File: src/rtl/iob_sp_ram_arb_pkg.sv
// -----------------------------------------------------------------------------
// iob_sp_ram_arb_pkg
// Shared definitions for the single-port RAM arbiter:
//   state_t : two-state sequencer encoding (ST_IDLE = 0, ST_BUSY = 1)
//   idx_w() : width of a requester index, $clog2(n) but never below 1
// -----------------------------------------------------------------------------
package iob_sp_ram_arb_pkg;

  typedef enum logic {
    ST_IDLE = 1'b0,
    ST_BUSY = 1'b1
  } state_t;

  function automatic int idx_w(input int n);
    return (n <= 2) ? 1 : $clog2(n);
  endfunction

endpackage

File: src/rtl/iob_sp_ram_arb_if.sv
// -----------------------------------------------------------------------------
// iob_sp_ram_arb_if
// Bundle of the requester-side valid/ready bus and the RAM-side port.
//   req_valid/req_we/req_addr/req_wdata : requests, addresses and data packed
//                                          per requester ([i*W +: W])
//   req_ready/req_rdata                 : one-cycle completion pulse + data
//   ram_en/ram_we/ram_addr/ram_din      : RAM command
//   ram_dout                            : RAM read data (one cycle after en)
// Modports:
//   slave  : the arbiter
//   master : the environment (requesters and the RAM instance)
// -----------------------------------------------------------------------------
interface iob_sp_ram_arb_if #(
  parameter int N_REQ  = 2,
  parameter int ADDR_W = 14,
  parameter int DATA_W = 8
);
  logic [N_REQ-1:0]        req_valid;
  logic [N_REQ-1:0]        req_we;
  logic [N_REQ*ADDR_W-1:0] req_addr;
  logic [N_REQ*DATA_W-1:0] req_wdata;
  logic [N_REQ-1:0]        req_ready;
  logic [DATA_W-1:0]       req_rdata;
  logic                    ram_en;
  logic                    ram_we;
  logic [ADDR_W-1:0]       ram_addr;
  logic [DATA_W-1:0]       ram_din;
  logic [DATA_W-1:0]       ram_dout;

  modport slave (
    input  req_valid, req_we, req_addr, req_wdata, ram_dout,
    output req_ready, req_rdata, ram_en, ram_we, ram_addr, ram_din
  );

  modport master (
    output req_valid, req_we, req_addr, req_wdata, ram_dout,
    input  req_ready, req_rdata, ram_en, ram_we, ram_addr, ram_din
  );
endinterface

File: src/rtl/iob_rr_arb.sv
// -----------------------------------------------------------------------------
// iob_rr_arb
// Purely combinational round-robin grant logic.
//   req       : request vector
//   ptr       : index with the highest priority this cycle
//   gnt_oh    : one-hot grant (all zero when no request)
//   gnt_idx   : index of the granted requester (0 when no request)
//   gnt_valid : at least one request present
// The winner is the first set bit of req scanning upward from ptr, wrapping
// from N_REQ-1 to 0. Tying ptr to zero gives fixed lowest-index priority.
// -----------------------------------------------------------------------------
module iob_rr_arb #(
  parameter int N_REQ = 2,
  parameter int IDX_W = 1
) (
  input  logic [N_REQ-1:0] req,
  input  logic [IDX_W-1:0] ptr,
  output logic [N_REQ-1:0] gnt_oh,
  output logic [IDX_W-1:0] gnt_idx,
  output logic             gnt_valid
);

  // Candidate index at each distance from ptr, already wrapped into range.
  logic [IDX_W-1:0] cand_idx [N_REQ];

  for (genvar gi = 0; gi < N_REQ; gi++) begin : g_cand
    assign cand_idx[gi] = IDX_W'((int'(ptr) + gi) % N_REQ);
  end

  always_comb begin
    gnt_idx   = '0;
    gnt_valid = 1'b0;
    // Scan from the farthest candidate down so the nearest one to ptr
    // is the last to assign and therefore wins.
    for (int off = N_REQ - 1; off >= 0; off--) begin
      if (req[cand_idx[off]]) begin
        gnt_idx   = cand_idx[off];
        gnt_valid = 1'b1;
      end
    end
    gnt_oh          = '0;
    gnt_oh[gnt_idx] = gnt_valid;
  end

endmodule

File: src/rtl/iob_sp_ram_arb.sv
// -----------------------------------------------------------------------------
// iob_sp_ram_arb
// Shares one single-port RAM (1-cycle registered read) between N_REQ
// valid/ready requesters. One access every two cycles: the IDLE cycle issues
// the RAM command for the winner, the BUSY cycle captures read data, and the
// completion (req_ready pulse + req_rdata) is registered out after BUSY.
// Ports:
//   clk   : clock, rising edge
//   reset : synchronous, active-high
//   bus   : iob_sp_ram_arb_if.slave (requester bus and RAM port)
// Build option:
//   IOB_SP_RAM_ARB_FIXED_PRIO_EN defined   -> fixed priority, index 0 highest,
//                                             no round-robin pointer
//   IOB_SP_RAM_ARB_FIXED_PRIO_EN undefined -> round-robin, pointer advances
//                                             to grant+1 on each completion
// -----------------------------------------------------------------------------
module iob_sp_ram_arb
  import iob_sp_ram_arb_pkg::*;
#(
  parameter int N_REQ  = 2,
  parameter int ADDR_W = 14,
  parameter int DATA_W = 8
) (
  input  logic                 clk,
  input  logic                 reset,
  iob_sp_ram_arb_if.slave      bus
);

  localparam int IDX_W = idx_w(N_REQ);

  state_t            state_q, state_d;
  logic [IDX_W-1:0]  grant_q, grant_d;
  logic              we_q, we_d;
  logic [N_REQ-1:0]  ready_q, ready_d;
  logic [DATA_W-1:0] rdata_q, rdata_d;

  logic [N_REQ-1:0]  gnt_oh;
  logic [IDX_W-1:0]  gnt_idx;
  logic              gnt_valid;
  logic [IDX_W-1:0]  arb_ptr;

  // Per-requester views of the packed address/data buses.
  logic [ADDR_W-1:0] addr_arr  [N_REQ];
  logic [DATA_W-1:0] wdata_arr [N_REQ];

  for (genvar gi = 0; gi < N_REQ; gi++) begin : g_unpack
    assign addr_arr[gi]  = bus.req_addr[gi*ADDR_W +: ADDR_W];
    assign wdata_arr[gi] = bus.req_wdata[gi*DATA_W +: DATA_W];
  end

`ifdef IOB_SP_RAM_ARB_FIXED_PRIO_EN
  assign arb_ptr = '0;
`else
  logic [IDX_W-1:0] rr_ptr_q, rr_ptr_d;
  assign arb_ptr = rr_ptr_q;
`endif

  iob_rr_arb #(
    .N_REQ (N_REQ),
    .IDX_W (IDX_W)
  ) u_arb (
    .req       (bus.req_valid),
    .ptr       (arb_ptr),
    .gnt_oh    (gnt_oh),
    .gnt_idx   (gnt_idx),
    .gnt_valid (gnt_valid)
  );

  always_comb begin
    state_d      = state_q;
    grant_d      = grant_q;
    we_d         = we_q;
    ready_d      = '0;
    rdata_d      = rdata_q;
`ifndef IOB_SP_RAM_ARB_FIXED_PRIO_EN
    rr_ptr_d     = rr_ptr_q;
`endif
    bus.ram_en   = 1'b0;
    bus.ram_we   = 1'b0;
    bus.ram_addr = addr_arr[gnt_idx];
    bus.ram_din  = wdata_arr[gnt_idx];

    unique case (state_q)
      ST_IDLE: begin
        if (gnt_valid) begin
          bus.ram_en = 1'b1;
          bus.ram_we = |(bus.req_we & gnt_oh);
          grant_d    = gnt_idx;
          we_d       = |(bus.req_we & gnt_oh);
          state_d    = ST_BUSY;
        end
      end
      ST_BUSY: begin
        // RAM read data is valid now; a write keeps the last returned value.
        ready_d[grant_d] = 1'b1;
        if (!we_q) begin
          rdata_d = bus.ram_dout;
        end
`ifndef IOB_SP_RAM_ARB_FIXED_PRIO_EN
        rr_ptr_d = (grant_q == IDX_W'(N_REQ - 1)) ? '0 : grant_q + 1'b1;
`endif
        state_d = ST_IDLE;
      end
      default: state_d = ST_IDLE;
    endcase
  end

  always_ff @(posedge clk) begin
    if (reset) begin
      state_q  <= ST_IDLE;
      grant_q  <= '0;
      we_q     <= 1'b0;
      ready_q  <= '0;
      rdata_q  <= '0;
`ifndef IOB_SP_RAM_ARB_FIXED_PRIO_EN
      rr_ptr_q <= '0;
`endif
    end else begin
      state_q  <= state_d;
      grant_q  <= grant_d;
      we_q     <= we_d;
      ready_q  <= ready_d;
      rdata_q  <= rdata_d;
`ifndef IOB_SP_RAM_ARB_FIXED_PRIO_EN
      rr_ptr_q <= rr_ptr_d;
`endif
    end
  end

  assign bus.req_ready = ready_q;
  assign bus.req_rdata = rdata_q;

endmodule

File: src/flat_wrapper.sv
// flat-port wrapper written by rule: the top's interface ports become plain ports
module iob_sp_ram_arb_flat import iob_sp_ram_arb_pkg::*;
#(
  parameter int N_REQ  = 2,
  parameter int ADDR_W = 14,
  parameter int DATA_W = 8
)
  (clk, reset, bus_req_valid, bus_req_we, bus_req_addr, bus_req_wdata, bus_ram_dout, bus_req_ready, bus_req_rdata, bus_ram_en, bus_ram_we, bus_ram_addr, bus_ram_din);
  iob_sp_ram_arb_if #(.N_REQ(N_REQ), .ADDR_W(ADDR_W), .DATA_W(DATA_W)) bus_i ();
  input  logic clk;
  input  logic reset;
  input wire logic [$bits(bus_i.req_valid)-1:0] bus_req_valid;
  input wire logic [$bits(bus_i.req_we)-1:0] bus_req_we;
  input wire logic [$bits(bus_i.req_addr)-1:0] bus_req_addr;
  input wire logic [$bits(bus_i.req_wdata)-1:0] bus_req_wdata;
  input wire logic [$bits(bus_i.ram_dout)-1:0] bus_ram_dout;
  output wire logic [$bits(bus_i.req_ready)-1:0] bus_req_ready;
  output wire logic [$bits(bus_i.req_rdata)-1:0] bus_req_rdata;
  output wire logic [$bits(bus_i.ram_en)-1:0] bus_ram_en;
  output wire logic [$bits(bus_i.ram_we)-1:0] bus_ram_we;
  output wire logic [$bits(bus_i.ram_addr)-1:0] bus_ram_addr;
  output wire logic [$bits(bus_i.ram_din)-1:0] bus_ram_din;
  assign bus_i.req_valid = bus_req_valid;
  assign bus_i.req_we = bus_req_we;
  assign bus_i.req_addr = bus_req_addr;
  assign bus_i.req_wdata = bus_req_wdata;
  assign bus_i.ram_dout = bus_ram_dout;
  assign bus_req_ready = bus_i.req_ready;
  assign bus_req_rdata = bus_i.req_rdata;
  assign bus_ram_en = bus_i.ram_en;
  assign bus_ram_we = bus_i.ram_we;
  assign bus_ram_addr = bus_i.ram_addr;
  assign bus_ram_din = bus_i.ram_din;
  iob_sp_ram_arb #(.N_REQ(N_REQ), .ADDR_W(ADDR_W), .DATA_W(DATA_W)) u_core (.clk(clk), .reset(reset), .bus(bus_i));
endmodule
File: config.mk
export PLATFORM = sky130hd
export DESIGN_NAME = iob_sp_ram_arb_flat
export DESIGN_NICKNAME = d
export VERILOG_FILES = /design/src/rtl/iob_sp_ram_arb_pkg.sv /design/src/rtl/iob_sp_ram_arb_if.sv /design/src/rtl/iob_rr_arb.sv /design/src/rtl/iob_sp_ram_arb.sv /design/src/flat_wrapper.sv
export SDC_FILE = /design/constraint.sdc
export NUM_CORES = 1
export LEC_CHECK = 0
export CAP_MARGIN = 15
export CORE_ASPECT_RATIO = 1.4
export CORE_MARGIN = 2
export CORE_UTILIZATION = 30
export CTS_CLUSTER_DIAMETER = 30
export CTS_CLUSTER_SIZE = 8
export DETAILED_ROUTE_END_ITERATION = 8
export PLACE_DENSITY = 0.91
export SETUP_SLACK_MARGIN = 0.15
export SYNTH_ARGS = -nofsm -noshare
export SYNTH_HDL_FRONTEND = slang
export SYNTH_SLANG_ARGS = --single-unit
File: constraint.sdc
create_clock -name clk -period 1.9 [get_ports clk]
set_input_delay 0.19 -clock clk [delete_from_list [all_inputs] [get_ports clk]]
set_output_delay 0.19 -clock clk [all_outputs]
set_load 0.01 [all_outputs]
# Word-level counts from Yosys, hierarchy flattened
# Cells that the tools add are included.
# word_totals
ff_bits	14
in_bits	58
output_inout_bits	34
# op_classes
add_sub_neg	2
n_reduce_logical	6
bitwise	5
n_lt_le_gt_ge	7
mux	24
# op_table
cell	n
$mux 14	3
$mux 8	3
$mux 1	15
$lt 1x2->1 const B	4
$and 2x2->2	2
$reduce_and 2->1	2
$reduce_or 2->1	2
$add 1x1->1 const B	2
$demux 1 s1	2
$ge 1x1->1 const B	2
$ge 2x2->1 const B	1
$logic_and 1x1->1	2
$not 1->1	2
$not 1->2	1
$pmux 1 s2	1

# Logic depth before layout (Yosys ltp)
# logic_depth
ltp_word	14
mapped_depth	4

# Cells and area by module
# Synthesis repeated with hierarchy kept, for this count alone.
# unflattened
cells_unflattened	77
hier_area_um2	797.0
# by_module_without_submodules
module	seq_area_each_um2	n_inst	area_each_um2	cells_per_inst
iob_sp_ram_arb	280.3	1	764.5	72
iob_rr_arb	0.0	1	32.5	5

# Worst setup path before layout
# No wires, ideal clock.
# synth_path
path_kind	flip-flop to output port
startpoint	register u_core.rr_ptr_q, in the netlist u_core.arb_ptr
endpoint	output port bus_ram_addr[0]
setup_slack_ns	0.683
stages_incl_launch_ff	5
t_arrival_ns	1.027
n_path_buf	1
path_cell_list	dfxtp_1 nand2b_4 nand2_2 buf_6 mux2_4
# synth_via
elab_chain_cells	9
# synth_rtl
element	line_no	text
start: declaration	iob_sp_ram_arb.sv:54	logic [IDX_W-1:0] rr_ptr_q, rr_ptr_d;
start signal: assignment	iob_sp_ram_arb.sv:125	rr_ptr_q <= rr_ptr_d;
$add 1x1->1	iob_rr_arb.sv:27	assign cand_idx[gi] = IDX_W'((int'(ptr) + gi) % N_REQ);
$mux 1 (not written as such) (2 in series)	iob_rr_arb.sv:36	if (req[cand_idx[off]]) begin
$mux 1	iob_rr_arb.sv:36	
$mux 1 (*)	iob_rr_arb.sv:36	
$not 1->2 (not written as such) (*)	iob_sp_ram_arb.sv:80	bus.ram_addr = addr_arr[gnt_idx];
$mux 14 (not written as such) (*) (3 in series)	iob_sp_ram_arb.sv:80	
end: declaration	flat_wrapper.sv:21	output wire logic [$bits(bus_i.ram_addr)-1:0] bus_ram_addr;
# Mark *: on every way between the ends. The rest lies on a longest branch, timed or not. The select of a mux whose other input is x is not followed.

# Worst setup path after layout
# layout_path
startpoint	register u_core.rr_ptr_q, in the netlist u_core.arb_ptr
endpoint	output port bus_ram_addr[11]
# The elaborated chain is that of the path after synthesis.

==> run summary <==
status -> completed
vias in the first global route -> 1003
register area share after synthesis -> 0.323
Mapped Area -> 868 um^2
Longest Clk Path Bufs -> 2
Die Span X -> 49.5 um
Layout Utilization -> 0.688
Vias/cell -> 4.62
data arrival time of the worst path -> 1.55 ns
DIE HEIGHT -> 67.7 um
Worst slew margin -> 0.682
first-pass GRT wire length -> 5.09 mm
VDD IR-drop max -> 0.443 mV
Overall Power -> 1.05 mW
HPWL Detailed -> 2.59 mm
Max Cap Viol -> 0
Worst Hold Launch -> u_core.grant_q
Fin Hold WS -> 0.469 ns
antenna viol nets, final -> 0
Synth top area share -> 0.346
Clock Skew -> 0.000853 ns
share of cells above drive strength 1 -> 0.330
R2R Path Start -> u_core.arb_ptr
Hold Crit Class -> reg2reg
total core area -> 2820 um^2
Critical Path Fanout Max -> 6
initial antenna violation count -> 0
fin cells -> 213
clk_lat worst skew -> 0.25 ns
clock-pin slew on the worst setup and hold paths -> 0.06 ns
post-synth cell types -> 19
Post-Syn Nets -> 133
nets@finish -> 235
aggregate global routing overflow -> 0
placed cell area -> 1860 um^2
port bufs -> 91
fin area -> 1940 um^2
Mapped Avg Cell Area -> 11.6 um^2
Area Overhead vs Synth -> 123%
Critical Path, Cell by Cell -> nand2b_4 -> nand2_8 -> bufbuf_16 -> mux2_4 -> buf_2
most common cell in the netlist -> mux2_4
Final Hold Viols -> 0
final worst-path cycle share -> 0.915
Clock Tree Root -> clkbuf_8
multi-input gate area in the final layout -> 559 um^2
Mapped Cells -> 75
asr flop ratio synth -> 0
diode count -> 0
detailed-route DRC error count -> 0
hold endpoint -> u_core.bus.req_ready[0]
io pins -> 92
Leak Pwr -> 0.875 nW
number of flops mapped to enable cells by yosys -> 0
Worst-Margin Slew -> 0.475 ns
commonest cells in the synthesized netlist -> 20 x mux2_4, 14 x dfxtp_1, 11 x nor2_1
htree depth -> 1
CTS Buf Count -> 3
CTS tree -> done
DRT iter0 DRCs -> 16
Pre-Repair DR Iteration Count -> 4
Hold Path Stages -> 1
RSZ-0062 raised after global routing -> yes
via count -> 983
Cell Rows -> 23
Setup Crit Path Kind -> reg2out
Pwr Density -> 544 nW/um^2
Total GRT Usage -> 0.202
CP startpoint kind -> flip-flop
Top FF cell, synth -> dfxtp_1
sequential standard cell area -> 282 um^2
Seq cells post-synth -> 14
Final setup viols -> 0
Synth area leaders -> mux2_4 35%, dfxtp_1 32%, mux2i_1 10%
Slowest-stage cell, CP -> dfxtp_2
WL final -> 3.30 mm
CP top delay family -> buffers and inverters
GPL Wtd Cong -> 0.884
Req. time, crit path -> 1.71 ns
cell taking the most area after synthesis -> mux2_4
Filler cells -> 211
reg2reg path depth -> 4
r2r endpoint -> u_core.we_q
placed cells -> 205
Largest stage delay, worst path -> 0.34 ns
Starting Density -> 0.308
clk sinks -> 14
wire per inst -> 15.5 um
fin crit period -> 1.74 ns
Syn. warnings -> 0
fmax -> 575 MHz
Reg2Reg Setup Slack -> 0.70 ns
Worst Setup End Kind -> output port
pin count of the biggest net entering global routing -> 15
Buf+Inv Stages, Crit Path -> 2
die area -> 3350 um^2
Final Max Tran Viols -> 0
==> metrics by stage <==
stage / setup TNS [ns] / setup WS [ns]
floorplan: 0 / 0.683
global placement: -3.26 / -0.158
detailed placement: -3.60 / -0.187
CTS: 0 / 0.0475
global route: 0 / 0.118
finish: 0 / 0.161
==> worst max path at each step <==
stage	startpoint	to	slack, ns	depth (start not counted)
floorplan	u_core.arb_ptr	bus_ram_addr[0]	0.68	4
global placement	bus_req_valid[0]	bus_ram_addr[2]	-0.16	6
detailed placement	bus_req_valid[0]	bus_ram_addr[9]	-0.19	6
CTS	u_core.arb_ptr	bus_ram_addr[2]	0.05	6
global route	u_core.arb_ptr	bus_ram_addr[11]	0.12	5
finish	u_core.arb_ptr	bus_ram_addr[11]	0.16	5
==> sequential cells by signal, summed over array words and instances, names as in the netlist <==
register              cells
u_core.we_q               1
u_core.arb_ptr            1
u_core.state_q            1
u_core.bus.req_rdata      8
u_core.grant_q            1
u_core.bus.req_ready      2
==> metal layers <==
metal,track usage,part of all wire,up-vias,wire [um]
met5,0,0,-,0
met1,0.226,0.40,436,1310
met4,0.0729,0.013,0,42
li1,-,-,465,-
met3,0.0642,0.13,5,423
met2,0.360,0.46,77,1520
==> worst register-to-register path: stages (launching register included) <==
cell	delay, ns
dfxtp_2	0.33
nand2b_4	0.17
buf_4	0.15
a21bo_2	0.22
a311oi_1	0.25
==> cell families (layout without fill, tap and decap cells) <==
| logic type | after synthesis | in the layout | share of synthesized area |
|---|---|---|---|
| compound gates | 5 | 5 | 0.0504 |
| buf+inv | 7 | 108 | 0.0490 |
| flops | 14 | 14 | 0.323 |
| mux | 31 | 31 | 0.476 |
| simple gates | 18 | 18 | 0.102 |
==> power by group <==
| part | leakage, nW | total, mW | internal (mW) | switching, mW |
|---|---|---|---|---|
| Sequential | 0.115 | 0.325 | 0.313 | 0.0115 |
| Clock | 0.0288 | 0.293 | 0.184 | 0.109 |
| Combinational | 0.731 | 0.437 | 0.293 | 0.144 |
==> cell usage in the layout, fill, tap and decap left out, types with 4 or more instances in the layout <==
master | Yosys | routed
clkdlybuf4s50_1 | 0 | 66
mux2_4 | 20 | 20
dfxtp_1 | 14 | 13
nor2_1 | 11 | 11
mux2i_1 | 9 | 9
clkbuf_2 | 0 | 9
clkdlybuf4s15_1 | 0 | 5
buf_2 | 1 | 5
buf_4 | 0 | 5
clkbuf_8 | 0 | 4
buf_6 | 2 | 4
==> timing repair <==
item / 4_1_cts / 5_1_grt
buffers inserted: 2 / 0
endpoints found under the setup margin: 24 / 22
gates resized for setup: 52 / 27
hold buffers: 0 / 0
cloned: 1 / 1
hold endpoints to repair: 0 / 0
==> final cells by class <==
cell class,count,area share
Clock buffer,4,0.0284
Inverter,3,0.00580
Multi-Input combinational cell,54,0.288
Sequential cell,14,0.145
Tap cell,37,0.0239
Timing Repair Buffer,101,0.509
(Power assumes the default switching activity.)
